==> src/rtl/pipelined_adder_pkg.sv <==
// rtl/pipelined_adder_pkg.sv - shared stage control payload and sizing helpers for the pipelined adder
package pipelined_adder_pkg;

    // Narrow per-stage payload; the WIDTH-sized partial sum and operand bits travel beside it.
    typedef struct packed {
        logic carry;
        logic sub;
        logic a_msb;
        logic b_msb;
        logic sat;
        logic ovf;
        logic zero;
    } stage_ctrl_t;

    localparam stage_ctrl_t CTRL_RESET = '0;

    function automatic int slice_width(input int width, input int stages);
        return width / stages;
    endfunction

    function automatic bit width_ok(input int width, input int stages);
        return (stages >= 1) && (stages <= width) && ((width % stages) == 0);
    endfunction

endpackage

==> src/rtl/pipelined_adder_slice.sv <==
// rtl/pipelined_adder_slice.sv - one registered ripple slice with valid/ready; clamp via PIPELINED_ADDER_SATURATE_EN
module adder_slice
    import pipelined_adder_pkg::*;
#(
    parameter int WIDTH = 32,
    parameter int S     = 16,
    parameter int IDX   = 0,
    parameter bit LAST  = 1'b0
) (
    input  logic              clk,
    input  logic              rst_n,
    input  logic              up_valid,
    output logic              up_ready,
    input  logic [WIDTH-1:0]  up_a,
    input  logic [WIDTH-1:0]  up_b,
    input  logic [WIDTH-1:0]  up_sum,
    input  stage_ctrl_t       up_ctrl,
    output logic              dn_valid,
    input  logic              dn_ready,
    output logic [WIDTH-1:0]  dn_a,
    output logic [WIDTH-1:0]  dn_b,
    output logic [WIDTH-1:0]  dn_sum,
    output stage_ctrl_t       dn_ctrl
);

    logic [S:0]       slice_res;
    logic [WIDTH-1:0] nxt_sum;
    stage_ctrl_t      nxt_ctrl;
    logic             load;

    assign up_ready = !dn_valid || dn_ready;
    assign load     = up_valid && up_ready;

    always_comb begin
        slice_res = {1'b0, up_a[IDX*S +: S]} + {1'b0, up_b[IDX*S +: S]} + {{S{1'b0}}, up_ctrl.carry};
        nxt_sum   = up_sum;
        nxt_sum[IDX*S +: S] = slice_res[S-1:0];
        nxt_ctrl       = up_ctrl;
        nxt_ctrl.carry = slice_res[S];
        nxt_ctrl.ovf   = 1'b0;
        nxt_ctrl.zero  = 1'b0;
        if (LAST) begin
            // b_msb is already the inverted operand's MSB when subtracting
            nxt_ctrl.ovf = (up_ctrl.a_msb == up_ctrl.b_msb) && (nxt_sum[WIDTH-1] != up_ctrl.a_msb);
`ifdef PIPELINED_ADDER_SATURATE_EN
            if (up_ctrl.sat && nxt_ctrl.ovf) begin
                nxt_sum = up_ctrl.a_msb ? {1'b1, {(WIDTH-1){1'b0}}} : {1'b0, {(WIDTH-1){1'b1}}};
            end
`endif
            nxt_ctrl.zero = (nxt_sum == '0);
        end
    end

    always_ff @(posedge clk or negedge rst_n) begin
        if (!rst_n) begin
            dn_valid <= 1'b0;
            dn_a     <= '0;
            dn_b     <= '0;
            dn_sum   <= '0;
            dn_ctrl  <= CTRL_RESET;
        end else begin
            if (up_ready) begin
                dn_valid <= up_valid;
            end
            if (load) begin
                dn_a    <= up_a;
                dn_b    <= up_b;
                dn_sum  <= nxt_sum;
                dn_ctrl <= nxt_ctrl;
            end
        end
    end

endmodule

==> src/rtl/pipelined_adder.sv <==
// rtl/pipelined_adder.sv - pipelined add/subtract with valid/ready and status flags; sat port via PIPELINED_ADDER_SATURATE_EN
module pipelined_adder
    import pipelined_adder_pkg::*;
#(
    parameter int WIDTH  = 32,
    parameter int STAGES = 2
) (
    input  logic             clk,
    input  logic             rst_n,
    input  logic             in_valid,
    output logic             in_ready,
    input  logic [WIDTH-1:0] a,
    input  logic [WIDTH-1:0] b,
    input  logic             sub,
`ifdef PIPELINED_ADDER_SATURATE_EN
    input  logic             sat,
`endif
    output logic             out_valid,
    input  logic             out_ready,
    output logic [WIDTH-1:0] sum,
    output logic             carry,
    output logic             overflow,
    output logic             zero
);

    localparam int S = slice_width(WIDTH, STAGES);

    if (!width_ok(WIDTH, STAGES)) begin : g_bad_cfg
        $error("pipelined_adder: WIDTH must be a multiple of STAGES and STAGES in 1..WIDTH");
    end

    logic [WIDTH-1:0] b_eff;
    stage_ctrl_t      ctrl_in;

    logic             vld_q [STAGES];
    logic             rdy   [STAGES];
    logic [WIDTH-1:0] a_q   [STAGES];
    logic [WIDTH-1:0] b_q   [STAGES];
    logic [WIDTH-1:0] sum_q [STAGES];
    stage_ctrl_t      ctrl_q[STAGES];

    assign b_eff = b ^ {WIDTH{sub}};

    always_comb begin
        ctrl_in       = CTRL_RESET;
        ctrl_in.carry = sub;
        ctrl_in.sub   = sub;
        ctrl_in.a_msb = a[WIDTH-1];
        ctrl_in.b_msb = b_eff[WIDTH-1];
`ifdef PIPELINED_ADDER_SATURATE_EN
        ctrl_in.sat   = sat;
`endif
    end

    for (genvar i = 0; i < STAGES; i++) begin : g_stage
        logic             up_valid;
        logic             dn_ready;
        logic [WIDTH-1:0] up_a;
        logic [WIDTH-1:0] up_b;
        logic [WIDTH-1:0] up_sum;
        stage_ctrl_t      up_ctrl;

        if (i == 0) begin : g_head
            assign up_valid = in_valid;
            assign up_a     = a;
            assign up_b     = b_eff;
            assign up_sum   = '0;
            assign up_ctrl  = ctrl_in;
        end else begin : g_body
            assign up_valid = vld_q[i-1];
            assign up_a     = a_q[i-1];
            assign up_b     = b_q[i-1];
            assign up_sum   = sum_q[i-1];
            assign up_ctrl  = ctrl_q[i-1];
        end

        if (i == STAGES - 1) begin : g_tail
            assign dn_ready = out_ready;
        end else begin : g_mid
            assign dn_ready = rdy[i+1];
        end

        adder_slice #(
            .WIDTH (WIDTH),
            .S     (S),
            .IDX   (i),
            .LAST  (i == STAGES - 1)
        ) u_slice (
            .clk      (clk),
            .rst_n    (rst_n),
            .up_valid (up_valid),
            .up_ready (rdy[i]),
            .up_a     (up_a),
            .up_b     (up_b),
            .up_sum   (up_sum),
            .up_ctrl  (up_ctrl),
            .dn_valid (vld_q[i]),
            .dn_ready (dn_ready),
            .dn_a     (a_q[i]),
            .dn_b     (b_q[i]),
            .dn_sum   (sum_q[i]),
            .dn_ctrl  (ctrl_q[i])
        );
    end

    assign in_ready  = rdy[0];
    assign out_valid = vld_q[STAGES-1];
    assign sum       = sum_q[STAGES-1];
    assign carry     = ctrl_q[STAGES-1].carry;
    assign overflow  = ctrl_q[STAGES-1].ovf;
    assign zero      = ctrl_q[STAGES-1].zero;

endmodule

==> config.mk <==
export PLATFORM = sky130hd
export DESIGN_NAME = pipelined_adder
export DESIGN_NICKNAME = d
export VERILOG_FILES = /design/src/rtl/pipelined_adder_pkg.sv /design/src/rtl/pipelined_adder_slice.sv /design/src/rtl/pipelined_adder.sv
export SDC_FILE = /design/constraint.sdc
export NUM_CORES = 1
export LEC_CHECK = 0
export BUFFER_PORTS_ARGS = -buffer_cell sky130_fd_sc_hd__buf_2
export CAP_MARGIN = 15
export CORE_MARGIN = 3
export CORE_UTILIZATION = 40
export DETAILED_ROUTE_END_ITERATION = 10
export PLACE_DENSITY = 0.66
export SYNTH_ARGS = -nofsm -noshare
export SYNTH_HDL_FRONTEND = slang
export SYNTH_SLANG_ARGS = --single-unit
==> constraint.sdc <==
create_clock -name clk -period 2.6 [get_ports clk]
set_input_delay 0.52 -clock clk [delete_from_list [all_inputs] [get_ports clk]]
set_output_delay 0.52 -clock clk [all_outputs]
set_load 0.05 [all_outputs]
==> results of run 1 <==
cells in the mapped netlist, types with 3 or more instances:
cell type | instances | area share
nor3_1 | 7 | 0.0067
fa_1 | 3 | 0.012
a211oi_1 | 8 | 0.012
xor2_1 | 23 | 0.039
and4_1 | 3 | 0.0051
o21ai_0 | 42 | 0.040
dfrtp_1 | 86 | 0.41
inv_1 | 13 | 0.0094
ha_1 | 30 | 0.072
o2111ai_1 | 3 | 0.0051
nand3_1 | 12 | 0.012
a2111oi_0 | 3 | 0.0051
nor4_1 | 6 | 0.0072
nor3b_1 | 5 | 0.0072
nand2_1 | 48 | 0.035
mux2_2 | 40 | 0.087
a31oi_1 | 7 | 0.0084
nand4_1 | 5 | 0.0060
nor2_1 | 12 | 0.0087
o31ai_1 | 4 | 0.0058
buf_1 | 5 | 0.0036
and2_1 | 6 | 0.0072
nand2b_1 | 5 | 0.0060
a21o_1 | 8 | 0.012
a21oi_1 | 21 | 0.020
xnor2_1 | 28 | 0.047
nand3b_1 | 3 | 0.0043
o211ai_1 | 3 | 0.0043
clkbuf_1 | 16 | 0.012
a41o_1 | 4 | 0.0077
cell usage in the layout (no fill, tap or decap), types with 5 or more instances in the layout:
master,Yosys,routed
nand2_1,48,47
nand2b_1,5,5
nor4_1,6,6
nand4_1,5,5
clkbuf_16,0,9
buf_4,1,62
inv_1,13,13
o21ai_0,42,39
xor2_1,23,22
a21o_1,8,8
xnor2_1,28,27
nor2_1,12,12
nand3_1,12,10
mux2_2,40,40
ha_1,30,27
and2_1,6,5
nor3_1,7,7
a211oi_1,8,6
a21oi_1,21,17
nor3b_1,5,5
buf_2,0,104
dfrtp_1,86,86
power by group through the flow:
| stage | clock network (mW) | logic, mW | registers (mW) |
|---|---|---|---|
| 6_report | 1.27 | 3.25 | 1.98 |
| 5_1_grt | 1.36 | 3.50 | 2.04 |
| 4_1_cts | 1.29 | 3.10 | 1.98 |
| 2_1_floorplan | 0 | 1.32 | 2.76 |
| 3_3_place_gp | 0 | 3.01 | 1.99 |
| 3_5_place_dp | 0 | 3.06 | 2.01 |
metrics by stage:
step | instances | area [um2] | worst slack, ps | TNS (ps) | total power, mW
after detailed placement | 815 | 6350 | -285 | -1390 | 5.07
after global placement | 815 | 6350 | -204 | -763 | 5.00
after floorplan | 502 | 5300 | -103 | -216 | 4.08
after CTS | 832 | 6660 | -200 | -231 | 6.37
final | 836 | 6840 | -234 | -376 | 6.50
after global routing | 836 | 6840 | -394 | -1150 | 6.90
per-layer routing:
| layer | part of all wire | vias up |
|---|---|---|
| met5 | 0 | - |
| met4 | 0.018 | 0 |
| met3 | 0.042 | 17 |
| met2 | 0.50 | 91 |
| met1 | 0.44 | 2108 |
| li1 | - | 2156 |
worst max-delay path, delay by kind of cell, from the launching register on:
family,cells,cell delay [ps]
compound gates,6,1260
fa+ha+maj,2,780
buf+inv,1,150
flops,1,400
simple gates,1,170
flip-flops by register name, indices dropped and copies added (netlist names):
name                      flops
g_stage.u_slice.dn_b         15
g_stage.u_slice.dn_sum       48
g_stage.u_slice.dn_a         15
g_stage.u_slice.dn_ctrl       6
g_stage.u_slice.dn_valid      2
timing repair:
action                     in CTS  in global routing
resized for setup               4                 27
hold buffers                    0                  0
pin swaps                       6                 10
setup buffers                   1                  4
setup endpoints to repair       6                 11
final timing paths:
check / start / endpoint / slack, ps / cells after the start
worst max-delay path: g_stage[0].u_slice.dn_ctrl[6]$_DFFE_PN0P_ / g_stage[1].u_slice.dn_ctrl[0]$_DFFE_PN0P_ / -230 / 10
worst min register to register: g_stage[1].u_slice.dn_sum[25]$_DFFE_PN0P_ / g_stage[1].u_slice.dn_sum[25]$_DFFE_PN0P_ / 470 / 2
min in group clk: a[27] / g_stage[0].u_slice.dn_a[27]$_DFFE_PN0P_ / 410 / 2
worst min-delay path: rst_n / g_stage[1].u_slice.dn_sum[13]$_DFFE_PN0P_ / 180 / 1
max in group asynchronous: rst_n / g_stage[1].u_slice.dn_sum[6]$_DFFE_PN0P_ / 1790 / 2
worst max register to register: g_stage[0].u_slice.dn_ctrl[6]$_DFFE_PN0P_ / g_stage[1].u_slice.dn_ctrl[0]$_DFFE_PN0P_ / -230 / 10
logic make-up after synthesis:
logic type / count (synthesis) / synth area share
xor+xnor: 51 / 0.0859
compound gates: 127 / 0.170
flops: 86 / 0.414
mux: 42 / 0.0905
simple gates: 127 / 0.128
fa+ha+maj: 33 / 0.0838
buf+inv: 36 / 0.0282
final cells by class:
cell class                      instances  area [um2]  share of cell area
Clock buffer                           11         233              0.0340
Sequential cell                        86        2150               0.315
Multi-Input combinational cell        380        3100               0.454
Timing Repair Buffer                  169        1040               0.152
Inverter                               13        48.8             0.00714
Clock inverter                          5        50.0             0.00732
Tap cell                              172         215              0.0315
==> metrics.md, run 1 <==
| Metric | Value |
|---|---|
| Peak supply drop | `478 uV` |
| CP max stage cell | `fa_2` |
| Initial Util | `0.410` |
| Fraction of registers with async set/reset | `1.00` |
| Critical Path, Cell by Cell | `fa_2 > fa_2 > buf_4 > a211oi_2 > o21ai_2 > a311oi_2 > o2111ai_1 > a2111oi_4 > nand4_1 > o31ai_2` |
| Clock sink count | `86` |
| Synthesized cell area | `0.00520 mm2` |
| Startpoint types | `flip-flop` |
| Worst slew margin | `0.616` |
| Row count | `41` |
| Initial antenna violation count | `0` |
| Violated checks | `negative setup slack` |
| Port Buffers | `105` |
| Core footprint | `0.0127 mm2` |
| CTS root buffer | `clkbuf_16` |
| Cell variety after synth | `61` |
| Switching share of power | `0.429` |
| Worst-path fanout max | `3` |
| Antenna diodes | `0` |
| Flop pwr share | `0.305` |
| First-pass detailed-route iteration total | `4` |
| WL/cell | `15.9 um` |
| Mean post-synth cell area | `10.4 um2` |
| Power Dens Cells | `951 mW/mm2` |
| All-Layer GR Usage | `0.191` |
| Total Wirelength | `13.3 mm` |
| Syn_nets | `604` |
| Final clock skew | `6.98 ps` |
| Peak Freq | `353 MHz` |
| Largest stage delay on the critical path | `410 ps` |
| Commonest register cell after synthesis | `dfrtp_1` |
| Fill cell count | `1135` |
| Clock Pin Slew Worst Setup and Hold Paths | `60 ps` |
| Utilization after layout | `0.540` |
| Met3 Use GR | `0.0349` |
| Post-synth EDFFs | `0` |
| Critical path type | `reg2reg` |
| Seq cells post-synth | `86` |
| # nets final | `761` |
| Worst Path Required | `2860 ps` |
| Die ar. | `0.0144 mm2` |
| Vias/cell | `5.23` |
| Period utilization | `1.09` |
| Via count | `4372` |
| Worst hold-check path type | `in2async` |
| Die width | `120 um` |
| Number of global-route vias before repair | `4559` |
| Met2 usage | `0.323` |
| Register area share after synthesis | `0.414` |
| Outcome | `finished, violations left` |
| Final setup slack of the worst path | `-234 ps` |
| GRT Residual Overflow | `0` |
| CP Capture Type | `flip-flop` |
| Clock Power Share | `0.195` |
| GRT busiest layer | `met2` |
| Layout cells sized above 1 | `0.395` |
| Int Power | `3.71 mW` |
| Synth Warn # | `0` |
| Number of CTS-inserted buffers | `9` |
| CTS tree | `built` |
| Global-route wire length before repair | `22.2 mm` |
| Least-Margin Pin Slew | `576 ps` |
| Max_cap viols | `0` |
| Remaining antenna violation count | `0` |
| RSZ-0062 raised after global routing | `yes` |
| Comb pwr share | `0.500` |
| Endpoints failing hold | `0` |
| Sw Pwr | `2.79 mW` |
| Final Wtd Congestion | `0.911` |
| Pin count of the biggest net entering global routing | `46` |
| Final-report max-slew violation count | `0` |
| Worst path arrival time | `3090 ps` |
| Hold Worst Slack | `176 ps` |
| # setup viols final | `5` |
| Leak | `3.14 nW` |
| Mapped Cells | `502` |
| Max Root-Sink Buffers | `2` |
| Tmin final | `2830 ps` |
| Worst-Skew Late Latency | `340 ps` |
| Hpwl dp | `10.3 mm` |
| Met1 usage | `0.248` |
| First DRT Iteration DRCs | `188` |
| # DRC | `0` |
| DIE HEIGHT | `120 um` |
| H-Tree Depth | `3` |
| Synth-to-layout area growth | `31.6%` |
| Ports | `106` |
| CP most frequent cell | `fa_2` |
Power figures use the tool's default switching activity.
==> run 2: changes to the inputs <==
--- a/config.mk
+++ b/config.mk
@@ -7,10 +7,12 @@
 export LEC_CHECK = 0
 export BUFFER_PORTS_ARGS = -buffer_cell sky130_fd_sc_hd__buf_2
 export CAP_MARGIN = 15
+export CELL_PAD_IN_SITES_DETAIL_PLACEMENT = 0
+export CELL_PAD_IN_SITES_GLOBAL_PLACEMENT = 1
 export CORE_MARGIN = 3
-export CORE_UTILIZATION = 40
+export CORE_UTILIZATION = 39
 export DETAILED_ROUTE_END_ITERATION = 10
-export PLACE_DENSITY = 0.66
+export PLACE_DENSITY = 0.79
 export SYNTH_ARGS = -nofsm -noshare
 export SYNTH_HDL_FRONTEND = slang
 export SYNTH_SLANG_ARGS = --single-unit
==> run 2 against run 1 <==
The flow still finishes with violations (negative setup slack). Sequential share of layout area hardly changed. Fmax decreased by 0.42%. Global-route usage is 0.60 points lower. Critical endpoint unchanged. Largest power group unchanged. Highest routed layer unchanged.
==> metrics.md, run 2 (same netlist as run 1, synthesis figures left out) <==
| Metric | Value |
|---|---|
| Outcome | `finished, violations left` |
| Violated checks | `negative setup slack` |
| Clock sink count | `86 (unchanged)` |
| Area after DPL | `0.00635 mm2 (-0.12%)` |
| Multi-input logic area | `0.00307 mm2 (-1.1%)` |
| Peak supply drop | `471 uV (-1.4%)` |
| Critical path type | `reg2reg` |
| Period utilization | `1.09 (+0.00464)` |
| Die width | `121 um (+1.2%)` |
| H-Tree Depth | `3 (unchanged)` |
| Global-route wire length before repair | `21.9 mm (-1.2%)` |
| CTS tree | `built` |
| Remaining antenna violation count | `0 (unchanged)` |
| # DRC | `0 (unchanged)` |
| Via count | `4322 (-1.1%)` |
| All-Layer GR Usage | `0.185 (-0.00599)` |
| FF/Latch Area | `0.00215 mm2 (unchanged)` |
| Startpoint types | `flip-flop` |
| Worst slew margin | `0.583 (-0.0332)` |
| Worst-path fanout max | `3 (unchanged)` |
| First DRT Iteration DRCs | `200 (+6.4%)` |
| Die ar. | `0.0147 mm2 (+2.4%)` |
| Initial Util | `0.405 (-0.00492)` |
| Layout cells sized above 1 | `0.391 (-0.00334)` |
| DIE HEIGHT | `121 um (+1.2%)` |
| Worst path arrival time | `3100 ps (about the same)` |
| FF-to-FF path depth | `9 (-1)` |
| Utilization after layout | `0.533 (-0.00667)` |
| Power Dens Cells | `966 mW/mm2 (+1.6%)` |
| Peak Freq | `351 MHz (-0.42%)` |
| Fin Setup TNS | `-446 ps (-70.0 ps)` |
| Fin area | `0.00684 mm2 (about the same)` |
| Biggest regs | `g_stage.u_slice.dn_sum (48), g_stage.u_slice.dn_a (15), g_stage.u_slice.dn_b (15)` |
| CP Capture Type | `flip-flop` |
| Largest stage delay on the critical path | `420 ps (about the same)` |
| Final clock skew | `9.04 ps (+2.06 ps)` |
| First-pass detailed-route iteration total | `4 (unchanged)` |
| Synth-to-layout area growth | `31.5% (about the same)` |
| Tmin final | `2850 ps (+12.1 ps)` |
| Fill cell count | `1187 (+4.6%)` |
| Final setup slack of the worst path | `-246 ps (-12.1 ps)` |
| Initial antenna violation count | `0 (unchanged)` |
| Least-Margin Pin Slew | `619 ps (+43.3 ps)` |
| Row count | `41 (unchanged)` |
| Placed insts | `814 (-0.12%)` |
| Max_cap viols | `0 (unchanged)` |
| Final Wtd Congestion | `1.00 (+10%)` |
| Hold Worst Slack | `142 ps (-33.3 ps)` |
| Commonest non-fill, non-tap cell in the layout | `buf_2` |
| Critical Path, Cell by Cell | `fa_2 > fa_2 > a21o_1 > a2111oi_4 > xnor2_1 > or2_4 > a2111oi_4 > nand4_1 > o31ai_2` |
| Final-report max-slew violation count | `0 (unchanged)` |
| Ports | `106 (unchanged)` |
| # setup viols final | `6 (+1)` |
| Leak | `3.15 nW (+0.30%)` |
| Worst Path Required | `2850 ps (about the same)` |
| Pin count of the biggest net entering global routing | `50 (+8.7%)` |
| Antenna diodes | `0 (unchanged)` |
| Number of CTS-inserted buffers | `9 (unchanged)` |
| WL/cell | `15.9 um (-0.18%)` |
| Clock Pin Slew Worst Setup and Hold Paths | `60 ps (about the same)` |
| # nets final | `759 (-0.26%)` |
| CTS root buffer | `clkbuf_16` |
| Core footprint | `0.0128 mm2 (+1.2%)` |
| Post-place setup slack | `-282 ps (+2.30 ps)` |
| Number of global-route vias before repair | `4417 (-3.1%)` |
| Fin cells | `834 (-0.24%)` |
| Total Wirelength | `13.3 mm (-0.42%)` |
| Reg with most FFs | `g_stage.u_slice.dn_sum` |
| Hpwl dp | `10.3 mm (+0.22%)` |
| Post-cts hold buffer count | `0 (unchanged)` |
| Worst-Skew Late Latency | `340 ps (about the same)` |
| Vias/cell | `5.18 (-0.91%)` |
| Largest register FFs | `48 (unchanged)` |
| GRT Residual Overflow | `0 (unchanged)` |
| Worst hold-check path type | `in2async` |
| Commonest non-fill, non-tap cells in the layout | `buf_2 (103), dfrtp_1 (86), buf_4 (59), nand2_1 (47), o21ai_0 (40)` |
| Max Root-Sink Buffers | `2 (unchanged)` |
| RSZ-0062 raised after global routing | `yes` |
| Port Buffers | `105 (unchanged)` |
| Endpoints failing hold | `0 (unchanged)` |
| Total power | `6.61 mW (+1.6%)` |
| CP max stage cell | `fa_2` |
[run 2: changes by cell type in the layout (fill, tap and decap cells not counted), moves of 2 or more]
| cell | previous run | this run |
|---|---|---|
| buf_4 | 62 | 59 |
| ha_1 | 27 | 30 |
| ha_4 | 3 | 0 |
| clkinv_2 | 4 | 2 |
| a2111oi_2 | 0 | 3 |
| a31oi_2 | 3 | 1 |
| clkbuf_1 | 2 | 0 |
| a2111oi_1 | 2 | 0 |
| clkinvlp_4 | 0 | 2 |
[run 2: final timing paths]
kind / startpoint / to / slack (ps)
worst max-delay path: g_stage[0].u_slice.dn_a[16]$_DFFE_PN0P_ / g_stage[1].u_slice.dn_ctrl[0]$_DFFE_PN0P_ / -250
min in group clk: a[30] / g_stage[0].u_slice.dn_a[30]$_DFFE_PN0P_ / 410
max in group asynchronous: rst_n / g_stage[1].u_slice.dn_sum[12]$_DFFE_PN0P_ / 1810
worst max register to register: g_stage[0].u_slice.dn_a[16]$_DFFE_PN0P_ / g_stage[1].u_slice.dn_ctrl[0]$_DFFE_PN0P_ / -250
worst min register to register: g_stage[1].u_slice.dn_sum[18]$_DFFE_PN0P_ / g_stage[1].u_slice.dn_sum[18]$_DFFE_PN0P_ / 480
worst min-delay path: rst_n / g_stage[0].u_slice.dn_a[19]$_DFFE_PN0P_ / 140
[run 2: cell type report]
type	instances	share of cell area
clock buffers	10	0.0350
well taps	172	0.0315
flip-flops and latches	86	0.315
clock inverters	6	0.0124
multi-input cells	380	0.449
inverters	13	0.00714
repair buffers	167	0.150
[run 2: where the power goes]
part / total (mW) / internal (mW) / switching [mW]
Combinational: 3.22 / 1.22 / 2.00
Sequential: 1.98 / 1.73 / 0.256
Clock: 1.40 / 0.865 / 0.539
[run 2: worst max-delay path, delay by kind of cell (launching register included)]
family / cells / cell delay (ps)
and+or+nand+nor: 2 / 420
DFF: 1 / 400
adders and majority gates: 2 / 800
xor gates and xnor gates: 1 / 120
AOI/OAI and AO/OA: 4 / 1010
[run 2: what timing repair did]
item	CTS	global route
endpoints found under the setup margin	6	10
gates resized for setup	4	24
endpoints found under the hold margin	0	0
pin swaps	6	14
setup buffers	0	4
[run 2: per-layer routing]
metal	part of all wire	global-route usage
met2	0.49	0.310
met4	0.014	0.0525
met3	0.043	0.0378
met5	0	0
met1	0.45	0.244
